===== config.mk =====
export PLATFORM = sky130hd
export DESIGN_NAME = alu_addsub_pipe
export DESIGN_NICKNAME = d
export VERILOG_FILES = /design/src/rtl/alu_addsub_pipe.sv
export SDC_FILE = /design/constraint.sdc
export NUM_CORES = 1
export LEC_CHECK = 0
export ABC_AREA = 1
export CORE_ASPECT_RATIO = 0.6
export CORE_MARGIN = 4
export CORE_UTILIZATION = 54
export CTS_CLUSTER_SIZE = 16
export DETAILED_ROUTE_END_ITERATION = 10
export GPL_TIMING_DRIVEN = 0
export MAX_ROUTING_LAYER = met4
export PLACE_DENSITY = 0.9
export SETUP_SLACK_MARGIN = 0.1
export SLEW_MARGIN = 20
export SYNTH_ARGS = -nofsm -noshare
export SYNTH_HDL_FRONTEND = slang
export SYNTH_SLANG_ARGS = --single-unit

===== constraint.sdc =====
create_clock -name i_clk -period 6.6 [get_ports i_clk]
set_clock_uncertainty 0.15 [all_clocks]
set_input_delay 0.66 -clock i_clk [delete_from_list [all_inputs] [get_ports i_clk]]
set_output_delay 0.66 -clock i_clk [all_outputs]
set_load 0.005 [all_outputs]

===== src/rtl/alu_addsub_pipe.sv =====
// Pipelined carry-lookahead adder/subtractor.
// The operand width is cut into STAGES slices. Each slice is a block-lookahead
// adder, and a registered carry links one slice to the next. Operand bits that
// have not been summed yet ride forward in skew registers. Result bits that are
// already summed ride forward in deskew registers. A single advance signal
// moves the whole pipe, so backpressure stalls every stage together.

// Block-lookahead slice: group generate/propagate picks the carry into each
// group, and ripple inside a group rebuilds the per-bit carries.
module alu_addsub_cla_slice #(
  parameter int SW    = 8,
  parameter int GROUP = 4
) (
  input  logic [SW-1:0] i_a,
  input  logic [SW-1:0] i_b,
  input  logic          i_c,
  output logic [SW-1:0] o_s,
  output logic          o_c
);
  localparam int NG = SW / GROUP;

  logic [SW-1:0] w_g, w_p, w_c;
  logic [NG-1:0] w_gg, w_gp;
  logic [NG:0]   w_gc;

  // group lookahead terms, then group carries, then bit carries
  always_comb begin
    w_g  = i_a & i_b;
    w_p  = i_a ^ i_b;
    w_gg = '0;
    w_gp = '0;
    w_gc = '0;
    w_c  = '0;
    for (int j = 0; j < NG; j++) begin
      w_gp[j] = 1'b1;
      for (int i = 0; i < GROUP; i++) begin
        w_gg[j] = w_g[j*GROUP+i] | (w_p[j*GROUP+i] & w_gg[j]);
        w_gp[j] = w_gp[j] & w_p[j*GROUP+i];
      end
    end
    w_gc[0] = i_c;
    for (int j = 0; j < NG; j++)
      w_gc[j+1] = w_gg[j] | (w_gp[j] & w_gc[j]);
    for (int i = 0; i < SW; i++) begin
      if ((i % GROUP) == 0) w_c[i] = w_gc[i/GROUP];
      else                  w_c[i] = w_g[i-1] | (w_p[i-1] & w_c[i-1]);
    end
  end

  assign o_s = w_p ^ w_c;
  assign o_c = w_gc[NG];
endmodule

module alu_addsub_pipe #(
  parameter int WIDTH  = 16,
  parameter int GROUP  = 4,
  parameter int STAGES = 2
) (
  input  logic             i_clk,
  input  logic             i_rst,
  input  logic             i_in_valid,
  output logic             o_in_ready,
  input  logic [WIDTH-1:0] i_a,
  input  logic [WIDTH-1:0] i_b,
  input  logic             i_sub,
  input  logic             i_use_cin,
  input  logic             i_cin,
  output logic             o_out_valid,
  input  logic             i_out_ready,
  output logic [WIDTH-1:0] o_sum,
  output logic             o_cout,
  output logic             o_ovf,
  output logic             o_zero,
  output logic             o_neg
);
  localparam int SW = WIDTH / STAGES;

  logic [WIDTH-1:0]  w_effb;
  logic              w_effc;
  logic              w_adv;
  logic [STAGES-1:0] r_vld_pipe;

  assign w_effb = i_b ^ {WIDTH{i_sub}};
  assign w_effc = i_use_cin ? i_cin : i_sub;
  // The pipe moves as a whole whenever the output slot is free or draining.
  assign w_adv  = !r_vld_pipe[STAGES-1] || i_out_ready;

  // valid shift register; bubbles move along with the data
  always_ff @(posedge i_clk or posedge i_rst) begin
    if (i_rst) r_vld_pipe <= '0;
    else if (w_adv) begin
      r_vld_pipe[0] <= i_in_valid;
      for (int s = 1; s < STAGES; s++) r_vld_pipe[s] <= r_vld_pipe[s-1];
    end
  end

  for (genvar k = 0; k < STAGES; k++) begin : g_stg
    localparam int LO  = k * SW;
    localparam int REM = WIDTH - LO;  // operand bits not yet summed, this slice included

    logic [REM-1:0]   w_asrc, w_bsrc;
    logic [SW-1:0]    w_ss;
    logic             w_ci, w_zi, w_co;
    logic [LO+SW-1:0] w_sum_nxt;
    logic [LO+SW-1:0] r_sum;
    logic             r_c, r_z;

    if (k == 0) begin : g_src
      assign w_asrc    = i_a;
      assign w_bsrc    = w_effb;
      assign w_ci      = w_effc;
      assign w_zi      = 1'b1;
      assign w_sum_nxt = w_ss;
    end else begin : g_src
      assign w_asrc    = g_stg[k-1].g_skew.r_ahi;
      assign w_bsrc    = g_stg[k-1].g_skew.r_bhi;
      assign w_ci      = g_stg[k-1].r_c;
      assign w_zi      = g_stg[k-1].r_z;
      assign w_sum_nxt = {w_ss, g_stg[k-1].r_sum};
    end

    alu_addsub_cla_slice #(.SW(SW), .GROUP(GROUP)) u_slice (
      .i_a (w_asrc[SW-1:0]),
      .i_b (w_bsrc[SW-1:0]),
      .i_c (w_ci),
      .o_s (w_ss),
      .o_c (w_co)
    );

    // slice result, carry to the next slice, and running zero flag
    always_ff @(posedge i_clk or posedge i_rst) begin
      if (i_rst) begin
        r_sum <= '0;
        r_c   <= 1'b0;
        r_z   <= 1'b0;
      end else if (w_adv) begin
        r_sum <= w_sum_nxt;
        r_c   <= w_co;
        r_z   <= w_zi & (w_ss == '0);
      end
    end

    if (k < STAGES-1) begin : g_skew
      logic [REM-SW-1:0] r_ahi, r_bhi;
      // forward the operand bits that later slices still need
      always_ff @(posedge i_clk or posedge i_rst) begin
        if (i_rst) begin
          r_ahi <= '0;
          r_bhi <= '0;
        end else if (w_adv) begin
          r_ahi <= w_asrc[REM-1:SW];
          r_bhi <= w_bsrc[REM-1:SW];
        end
      end
    end else begin : g_fin
      logic r_ovf;
      // signed overflow: operands agree in sign, result does not
      always_ff @(posedge i_clk or posedge i_rst) begin
        if (i_rst) r_ovf <= 1'b0;
        else if (w_adv)
          r_ovf <= (w_asrc[SW-1] == w_bsrc[SW-1]) && (w_ss[SW-1] != w_asrc[SW-1]);
      end
    end
  end

  assign o_in_ready  = w_adv;
  assign o_out_valid = r_vld_pipe[STAGES-1];
  assign o_sum       = g_stg[STAGES-1].r_sum;
  assign o_cout      = g_stg[STAGES-1].r_c;
  assign o_zero      = g_stg[STAGES-1].r_z;
  assign o_ovf       = g_stg[STAGES-1].g_fin.r_ovf;
  assign o_neg       = g_stg[STAGES-1].r_sum[WIDTH-1];
endmodule


; Yosys cells after proc, flatten, opt, wreduce, memory -nomap -nowiden
; Cells that the tools add are included.
[totals]
elab_cells = 94
ff_bits = 47
out_inout_bits = 22
input_bits = 39
[classes]
n_bitwise = 76
n_mux = 1
n_reduce_logical = 5
eq_ne = 2
[op_table]
columns = operator, count
row1 = $and 1x1->1, 41
row2 = $xor 8x8->8, 4
row3 = $or 1x1->1, 28
row4 = $and 8x8->8, 2
row5 = $logic_not 8->1, 2
row6 = $xor 16x16->16, 1
row7 = $eq 1x1->1, 1
row8 = $logic_and 1x1->1, 1
row9 = $logic_not 1->1, 1
row10 = $logic_or 1x1->1, 1
row11 = $mux 1, 1
row12 = $ne 1x1->1, 1

; Depth between registers and ports, before layout
; Gate-level depths: netlist (run 1).
[depth]
word_depth = 17
ltp_mapped = 19
mapped_depth_nobuf = 17

; Hierarchy
; From an unflattened synthesis (run 1), not the netlist that was laid out.
[hier_totals]
hier_cells = 300
area_unflattened_um2 = 2718.9
[by_module_without_submodules]
columns = module, cells_each, area_each_um2, seq_area_each_um2, instances
row1 = alu_addsub_pipe, 221, 2034.5, 1176.1, 1
row2 = alu_addsub_cla_slice (g_stg[0].u_slice), 39, 349.1, 0.0, 1
row3 = alu_addsub_cla_slice (g_stg[1].u_slice), 40, 335.3, 0.0, 1

; Worst setup path before layout (run 1)
; No wires, ideal clock.
[synth_path]
kind = in2reg
start = input port i_sub
end = register g_stg[0].r_z
slack_ns = 3.030
path_stages = 17
t_arrival_ns = 3.338
t_required_ns = 6.367
path_buffers = 2
setup_ns = 0.083
cell_sequence = buf_6 > buf_8 > xnor2_1 > inv_1 > ha_1 > nand2_1 > nor2_1 > a21oi_1 > nand2_1 > inv_1 > fa_1 > fa_1 > fa_1 > inv_1 > nor2_1 > nand4_1 > o21ai_0
[synth_via]
elab_chain_cells = 17
elab_cells_between_ends = 29
cone_classes = mux: 1 / bitwise: 27 / reduce/logical: 1
[synth_rtl]
columns = element, line_no
row1 = start: declaration, 65  ; input logic i_sub,
row2 = $xor 16x16->16, 83  ; assign w_effb = i_b ^ {WIDTH{i_sub}};
row3 = $xor 8x8->8 or $and 8x8->8 (tied branches), "29, 28"
row4 = $and 1x1->1, 37  ; w_gg[j] = w_g[j*GROUP+i] | (w_p[j*GROUP+i] & w_gg[j]);
row5 = $or 1x1->1, 37
row6 = $and 1x1->1, 37
row7 = $or 1x1->1, 37
row8 = $and 1x1->1, 37
row9 = $or 1x1->1, 37
row10 = $or 1x1->1, 43  ; w_gc[j+1] = w_gg[j] | (w_gp[j] & w_gc[j]);
row11 = $and 1x1->1, 46  ; else w_c[i] = w_g[i-1] | (w_p[i-1] & w_c[i-1]);
row12 = $or 1x1->1, 46
row13 = $and 1x1->1, 46
row14 = $or 1x1->1, 46
row15 = $and 1x1->1, 46
row16 = $or 1x1->1, 46
row17 = $xor 8x8->8 *, 50  ; assign o_s = w_p ^ w_c;
row18 = $logic_not 8->1 *, 139  ; r_z <= w_zi & (w_ss == '0);
row19 = end signal: assignment, 139
row20 = end: declaration, 106  ; logic r_c, r_z;
; Every way passes the cells marked *; elsewhere a longest branch is shown, timed or not.
; A chain may end at the register's enable or synchronous reset.

; Worst setup path after layout (run 1)
[layout_path]
start = input port i_b[1]
end = register g_stg[0].r_z
[layout_via]
elab_chain_cells = 17
elab_cells_between_ends = 26
cone_classes = bitwise: 25 / reduce/logical: 1
[layout_rtl]
columns = element, line_no
row1 = start: declaration, 64  ; input logic [WIDTH-1:0] i_b,
row2 = $xor 16x16->16 *, 83
row3 = $xor 8x8->8, 29  ; w_p = i_a ^ i_b;
row4 = $and 1x1->1, 37
row5 = $or 1x1->1, 37
row6 = $and 1x1->1, 37
row7 = $or 1x1->1, 37
row8 = $and 1x1->1, 37
row9 = $or 1x1->1, 37
row10 = $or 1x1->1, 43
row11 = $and 1x1->1, 46
row12 = $or 1x1->1, 46
row13 = $and 1x1->1, 46
row14 = $or 1x1->1, 46
row15 = $and 1x1->1, 46
row16 = $or 1x1->1, 46
row17 = $xor 8x8->8 *, 50
row18 = $logic_not 8->1 *, 139
; Marks and branches as above.

==> impl_results.md, run 1 <==
- Layout cells sized above 1: 6.91%
- CP startpoint: i_b[1]
- TNS Setup: 0 ns
- Via count: 2139
- Vias per Instance: 5.03
- Num CTS Buffers: 5
- CTS sink cnt: 47
- GRT Util Overall: 21.1%
- Later-pin clock latency in the skew report: 0.31 ns
- Crit-path most repeated cell: nand2_1
- Mapped Avg Cell Area: 9.04 sq um
- Pwr dens: 297 nW/um^2
- Routed WL per cell: 14.3 microns
- Tot Pwr: 1.03 mW
- Slew Limit Fails: 0
- Leakage: 1.68 nW
- VDD IR-drop max: 0.153 mV
- Initial Util: 57.0%
- Combinational group share of total power: 37.6%
- Syn nets: 361
- Asr flop ratio synth: 100%
- Max Cap Violations: 0
- Synth top area share: 44.3%
- Die W: 98.6 microns
- Dpl ws: 2.59 ns
- Layout Utilization: 74.3%
- Critical path type: input port to flop
- Antenna violations before repair: 0
- First-pass GRT wire length: 10000 microns
- Synth Warn #: 0
- Clock Tree Buf Depth: 2
- Worst path bufs/invs: 3
- Most frequent cells in the layout: nand2_1 (105), clkdlybuf4s50_1 (59), dfrtp_1 (47), inv_1 (25), o21ai_0 (21)
- Number of antenna-violating nets in the routed design: 0
- Drt first pass iters: 4
- Die ar.: 6140 sq um
- Multi-input gate area: 1290 sq um
- Root Buffer: clkbuf_8
- Hold buffers post-CTS: 0
- Internal power: 0.689 mW
- Seq pwr share: 41.0%
- # setup viols final: 0
- Crit end category: flop
- Final Cycle Share: 57.2%
- Critical path cell sequence: clkdlybuf4s50_1, xor2_1, ha_1, nand2_1, nand2_1, nand2_1, nand2_1, nand2_1, nand2_1, inv_1, fa_1, fa_1, fa_1, inv_1, nor2_1, nand4_1, o21ai_0
- Placed insts: 417
- Largest net degree at the start of global routing: 31
- Final setup margin: 2.83 ns
- Gpl congestion: 0.974
- Post-synth top flop: dfrtp_1
- Slew margin rel.: 74.4%
- DR iter-0 viols: 124
- Clk network pwr share: 21.4%
- Area grow syn2layout: 30.3%
- RSZ-0062 raised after global routing: false
- Hold Crit Class: flop to flop
- Post-synth EDFFs: 0
- Chip Height: 62.3 microns
- Worst-path fanout max: 2
- PortBufs: 59
- Sequential share of the synthesized area: 44.3%
- Fill cells: 337
- Worst-Margin Slew: 0.383 ns
- Cell family with most CP delay: adder cells
- Ranking of synthesized cells by area: dfrtp_1 (44%), nand2_1 (15%), fa_1 (9.0%), ha_1 (7.5%), xnor2_1 (5.3%)
- CP required: 6.67 ns
- Fmax: 265 MHz
- Final hold violations: 0
- Core ar.: 4660 sq um
- CTS resizes: 0
- CP max stage cell: fa_1
- Yosys cell types: 22
- Switch share: 33.1%
- Outcome: complete, no violations
- Sw power: 0.340 mW
- Syn Inst Count: 294
- IO Pins: 61
- Vias in the first global route: 2149
- Number of core rows: 19
- Remaining DRCs: 0
- Fin crit period: 3.77 ns
- Commonest non-fill, non-tap cell in the layout: nand2_1
- Register bit count reported by yosys: 47
- Routed WL: 6090 microns
- Largest area contributor in the netlist: dfrtp_1
- H-tree levels: 2
- Total gr overflow: 0
- Hold_sp: r_vld_pipe[0]
- Post-CTS Setup Inserts: 0
- Cell Area, Synth: 2660 sq um
- Post-route insts no fill: 425
- Register Area: 1180 sq um
- CTS clk-pin slew, worst paths: 0.09 ns
- Worst setup SP type: input port
- Hpwl dp: 4780 microns
- CP max stage delay: 0.54 ns
- Ant diodes: 0
- Reg2reg start: g_stg[0].g_skew.r_ahi[1]
- Layout net count: 428
- Worst EP arrival: 3.84 ns
- CTS tree: built
sequential cells by signal, indices dropped and copies added, names as in the netlist:
name,count
r_vld_pipe,2
g_stg.g_skew.r_ahi,8
g_stg.r_sum,8
g_stg.r_z,1
g_stg.r_c,1
o_ovf,1
o_cout,1
o_zero,1
o_sum,16
g_stg.g_skew.r_bhi,8
synthesized netlist by cell type (2+ instances only):
cell     number
a21oi_1       7
buf_2         7
buf_6         3
dfrtp_1      47
fa_1         12
ha_1         16
inv_1        26
nand2_1     105
nand3_1       3
nand4_1       3
nor2_1       14
o21ai_0      21
o21ai_1       2
xnor2_1      16
xor2_1        5
per-stage QoR:
stage	area (sq um)	hold WS, ns
2_1_floorplan	2660	0.273
3_3_place_gp	3330	0.293
3_5_place_dp	3350	0.292
4_1_cts	3460	0.315
5_1_grt	3460	0.361
6_report	3460	0.315
worst min-delay path: stages (launching register included):
cell     delay [ns]
dfrtp_1        0.33
inv_1          0.05
nand2_1        0.06
per-layer routing:
layer	track usage (%)	up-vias	wire, microns	part of all wire, %
met4	4.43	0	51	0.84
met5	-	-	0	0
li1	-	1049	-	-
met1	27.9	1010	2710	45
met3	4.59	6	432	7.1
met2	33.9	74	2890	47
power by group through the flow:
stage | Clock [mW] | Sequential, mW | Combinational [mW]
floorplan | 0 | 0.417 | 0.195
global placement | 0 | 0.420 | 0.368
detailed placement | 0 | 0.426 | 0.385
CTS | 0.221 | 0.421 | 0.389
global route | 0.230 | 0.431 | 0.432
finish | 0.221 | 0.422 | 0.387
worst paths after layout:
check	depth (start not counted)	slack, ns	endpoint
worst max-delay path	17	2.83	g_stg[0].r_z
worst min-delay path	2	0.32	r_vld_pipe[1]
worst max register to register	11	3.48	o_zero
worst min register to register	2	0.32	r_vld_pipe[1]
max in group asynchronous	3	5.31	g_stg[0].g_skew.r_bhi[2]
min in group asynchronous	2	0.49	o_sum[1]
cell type report:
type | instances | share of cell area, %
inverters | 27 | 2.93
clock buffers | 5 | 1.99
multi-input cells | 208 | 37.2
repair buffers | 60 | 17.6
plain buffers | 12 | 2.64
well taps | 63 | 2.28
flip-flops and latches | 47 | 34.0
clock inverters | 3 | 1.37
cell families (layout without fill, tap and decap cells):
family                   Yosys count  after routing  synth area share (%)
AO/OA/AOI/OAI                     31             31                  5.93
buffers and inverters             39            107                  7.25
XOR/XNOR                          21             21                  6.92
flip-flops                        47             47                  44.3
AND/OR/NAND/NOR                  128            128                  19.1
adder cells (fa/ha/maj)           28             28                  16.6
(Power assumes the default switching activity.)
==> run 2, diff against run 1 <==
--- a/config.mk
+++ b/config.mk
@@ -8,12 +8,12 @@
 export ABC_AREA = 1
 export CORE_ASPECT_RATIO = 0.6
 export CORE_MARGIN = 4
-export CORE_UTILIZATION = 54
+export CORE_UTILIZATION = 45
 export CTS_CLUSTER_SIZE = 16
 export DETAILED_ROUTE_END_ITERATION = 10
 export GPL_TIMING_DRIVEN = 0
 export MAX_ROUTING_LAYER = met4
-export PLACE_DENSITY = 0.9
+export PLACE_DENSITY = 0.81
 export SETUP_SLACK_MARGIN = 0.1
 export SLEW_MARGIN = 20
 export SYNTH_ARGS = -nofsm -noshare
==> constraint.sdc (replaced) <==
create_clock -name i_clk -period 3.19 [get_ports i_clk]
set_clock_uncertainty 0.15 [all_clocks]
set_input_delay 0.319 -clock i_clk [delete_from_list [all_inputs] [get_ports i_clk]]
set_output_delay 0.319 -clock i_clk [all_outputs]
set_load 0.005 [all_outputs]
==> run 2 against run 1 <==
Cell count up 7.1%; flip-flop and latch count unchanged; register-to-register slack worse by 3.2 ns; non-clock buffer count up 13; worst hold slack worse by 0.079 ns; largest power group unchanged.
==> impl_results.md, run 2 (synthesized netlist as in run 1, its figures left out) <==
- Routed WL per cell: 13.9 microns (-3.1%)
- Number of antenna-violating nets in the routed design: 0 (unchanged)
- R2R depth: 11 (unchanged)
- # setup viols final: 0 (unchanged)
- Slew Limit Fails: 0 (unchanged)
- CTS tree: built
- Critical path cell sequence: buf_12, buf_12, xor2_4, ha_4, nand2_1, nand2_1, nand2_1, nand2_1, nand2_1, nand2_2, inv_2, fa_2, fa_2, fa_1, inv_1, nor2_1, nand4_1, o21ai_1
- RSZ-0062 raised after global routing: true
- CTS clk-pin slew, worst paths: 0.09 ns (about the same)
- Die ar.: 7240 sq um (+18%)
- Worst-path fanout max: 6 (+4)
- Placed insts: 434 (+4.1%)
- Worst EP arrival: 3.11 ns (-0.73 ns)
- Drt first pass iters: 4 (unchanged)
- Initial Util: 47.0% (-10 points)
- GRT Util Overall: 18.1% (-2.9 points)
- CP max stage delay: 0.53 ns (about the same)
- Layout cells sized above 1: 14.4% (+7.5 points)
- Flop-to-flop setup slack: 0.29 ns (-3.19 ns)
- Vias per Instance: 4.68 (-7.0%)
- Sw power: 0.705 mW (+110%)
- Final Cycle Share: 94.9%
- IO Pins: 61 (unchanged)
- VDD IR-drop max: 0.269 mV (+76%)
- Max reg flops: 16 (unchanged)
- Hold buffers post-CTS: 0 (unchanged)
- Routed WL: 6310 microns (+3.7%)
- Seq pwr share: 39.7% (-1.3 points)
- Critical path type: input port to flop
- CP required: 3.28 ns (-3.39 ns)
- Slew margin rel.: 61.4% (-13 points)
- Hpwl dp: 4820 microns (+0.92%)
- Vias in the first global route: 2101 (-2.2%)
- Total gr overflow: 0 (unchanged)
- Clock Tree Buf Depth: 2 (unchanged)
- Remaining DRCs: 0 (unchanged)
- Die W: 107 microns (+8.8%)
- PortBufs: 59 (unchanged)
- Largest net degree at the start of global routing: 27 (-13%)
- Clk network pwr share: 21.0% (-0.4 points)
- Commonest non-fill, non-tap cell in the layout: nand2_1
- Layout net count: 441 (+3.0%)
- Worst-Margin Slew: 0.578 ns (+0.194 ns)
- CP max stage cell: fa_1
- Cell family with most CP delay: adder cells
- Tot Pwr: 2.18 mW (+110%)
- Antenna violations before repair: 0 (unchanged)
- Reg2reg start: g_stg[0].g_skew.r_ahi[1]
- First-pass GRT wire length: 9780 microns (-2.5%)
- Number of core rows: 21 (+2)
- Hold_ws: 0.236 ns (-0.0791 ns)
- Area grow syn2layout: 39.7%
- Ant diodes: 0 (unchanged)
- Crit-path most repeated cell: nand2_1
- Max Cap Violations: 0 (unchanged)
- Internal power: 1.48 mW (+110%)
- Later-pin clock latency in the skew report: 0.31 ns (about the same)
- Hold Crit Class: input port to async pin
- Via count: 2129 (-0.47%)
- H-tree levels: 2 (unchanged)
- Switch share: 32.3% (-0.80 points)
- Outcome: complete, no violations
- Num CTS Buffers: 5 (unchanged)
- Crit end category: flop
- Worst path bufs/invs: 4 (+1)
- Core ar.: 5650 sq um (+21%)
- Pwr dens: 589 nW/um^2 (+98%)
- Leakage: 1.80 nW (+7.4%)
- Gpl congestion: 0.814 (-16%)
- RR Endpoint: o_zero
- Final hold violations: 0 (unchanged)
- Fmax: 330 MHz
- Post-route insts no fill: 455 (+7.1%)
- Worst setup SP type: input port
- Fin crit period: 3.03 ns
- Most frequent cells in the layout: nand2_1 (104), clkdlybuf4s50_1 (52), dfrtp_1 (47), inv_1 (24), o21ai_0 (18)
- DR iter-0 viols: 103 (-17%)
- CTS sink cnt: 47 (unchanged)
- Chip Height: 67.5 microns (+8.3%)
- Fill cells: 464 (+38%)
- Root Buffer: clkbuf_8
- Combinational group share of total power: 39.3% (+1.7 points)
==> run 2: cell types whose count changed in the layout (fill, tap and decap cells not counted), sizes merged <==
cell and delta:
buf +12, clkbuf +4, clkdlybuf4s50 -7, dlygate4sd2 +1
dlymetal6s2s +4, inv -1
==> run 2: layer usage <==
metal / track usage [%] / part of all wire, % / vias to the layer above
met2: 28.3 / 47 / 56
met3: 4.68 / 6.7 / 4
met4: 3.51 / 0.57 / 0
met5: - / 0 / -
li1: - / - / 1071
met1: 24.4 / 46 / 998
==> run 2: timing repair <==
item / 4_1_cts / 5_1_grt
pin swaps: 6 / 18
resized for setup: 7 / 21
setup endpoints to repair: 2 / 3
setup buffers: 3 / 10
==> run 2: worst reg2reg max path, cell delays in order (launching register included) <==
cell and delay (ns):
dfrtp_1 0.41, ha_1 0.32, nand2_1 0.07, inv_1 0.05, o21ai_1 0.14, nand3_1 0.16, fa_2 0.38, fa_2 0.36
fa_2 0.44, nor2_1 0.12, nand4_1 0.09, o21ai_1 0.16
==> run 2: per-stage QoR <==
stage	setup TNS (ns)	cell area [sq um]	worst slack, ns	utilization, %
3_5_place_dp	-0.641	3410	-0.353	60.4
4_1_cts	0	3560	0.124	63.0
3_3_place_gp	-0.574	3380	-0.333	59.9
5_1_grt	0	3710	0.0172	65.7
2_1_floorplan	0	2690	0.101	-
6_report	0	3710	0.163	65.7
==> run 2: worst max-delay path by stage <==
stage                       from           end  slack [ns]  cells past startpoint
after floorplan            i_sub  g_stg[0].r_z        0.10                     18
after global placement    i_b[0]  g_stg[0].r_z       -0.33                     16
after detailed placement  i_b[0]  g_stg[0].r_z       -0.35                     16
after CTS                 i_b[3]  g_stg[0].r_z        0.12                     15
after global routing      i_a[0]  g_stg[0].r_z        0.02                     14
final                      i_sub  g_stg[0].r_z        0.16                     18
==> run 2: layout make-up <==
cell class / instances / area [sq um] / share of cell area, %
multi-input cells: 208 / 1400 / 37.7
flip-flops and latches: 47 / 1180 / 31.7
repair buffers: 73 / 712 / 19.2
plain buffers: 12 / 105 / 2.83
inverters: 27 / 101 / 2.73
well taps: 80 / 100 / 2.70
clock buffers: 6 / 82.6 / 2.22
clock inverters: 2 / 35.0 / 0.944
==> run 2: power groups by stage <==
stage | sequential (mW) | combinational (mW) | clock, mW
floorplan | 0.863 | 0.410 | 0
global placement | 0.871 | 0.775 | 0
detailed placement | 0.881 | 0.809 | 0
CTS | 0.868 | 0.830 | 0.461
global route | 0.890 | 0.957 | 0.489
finish | 0.868 | 0.858 | 0.458
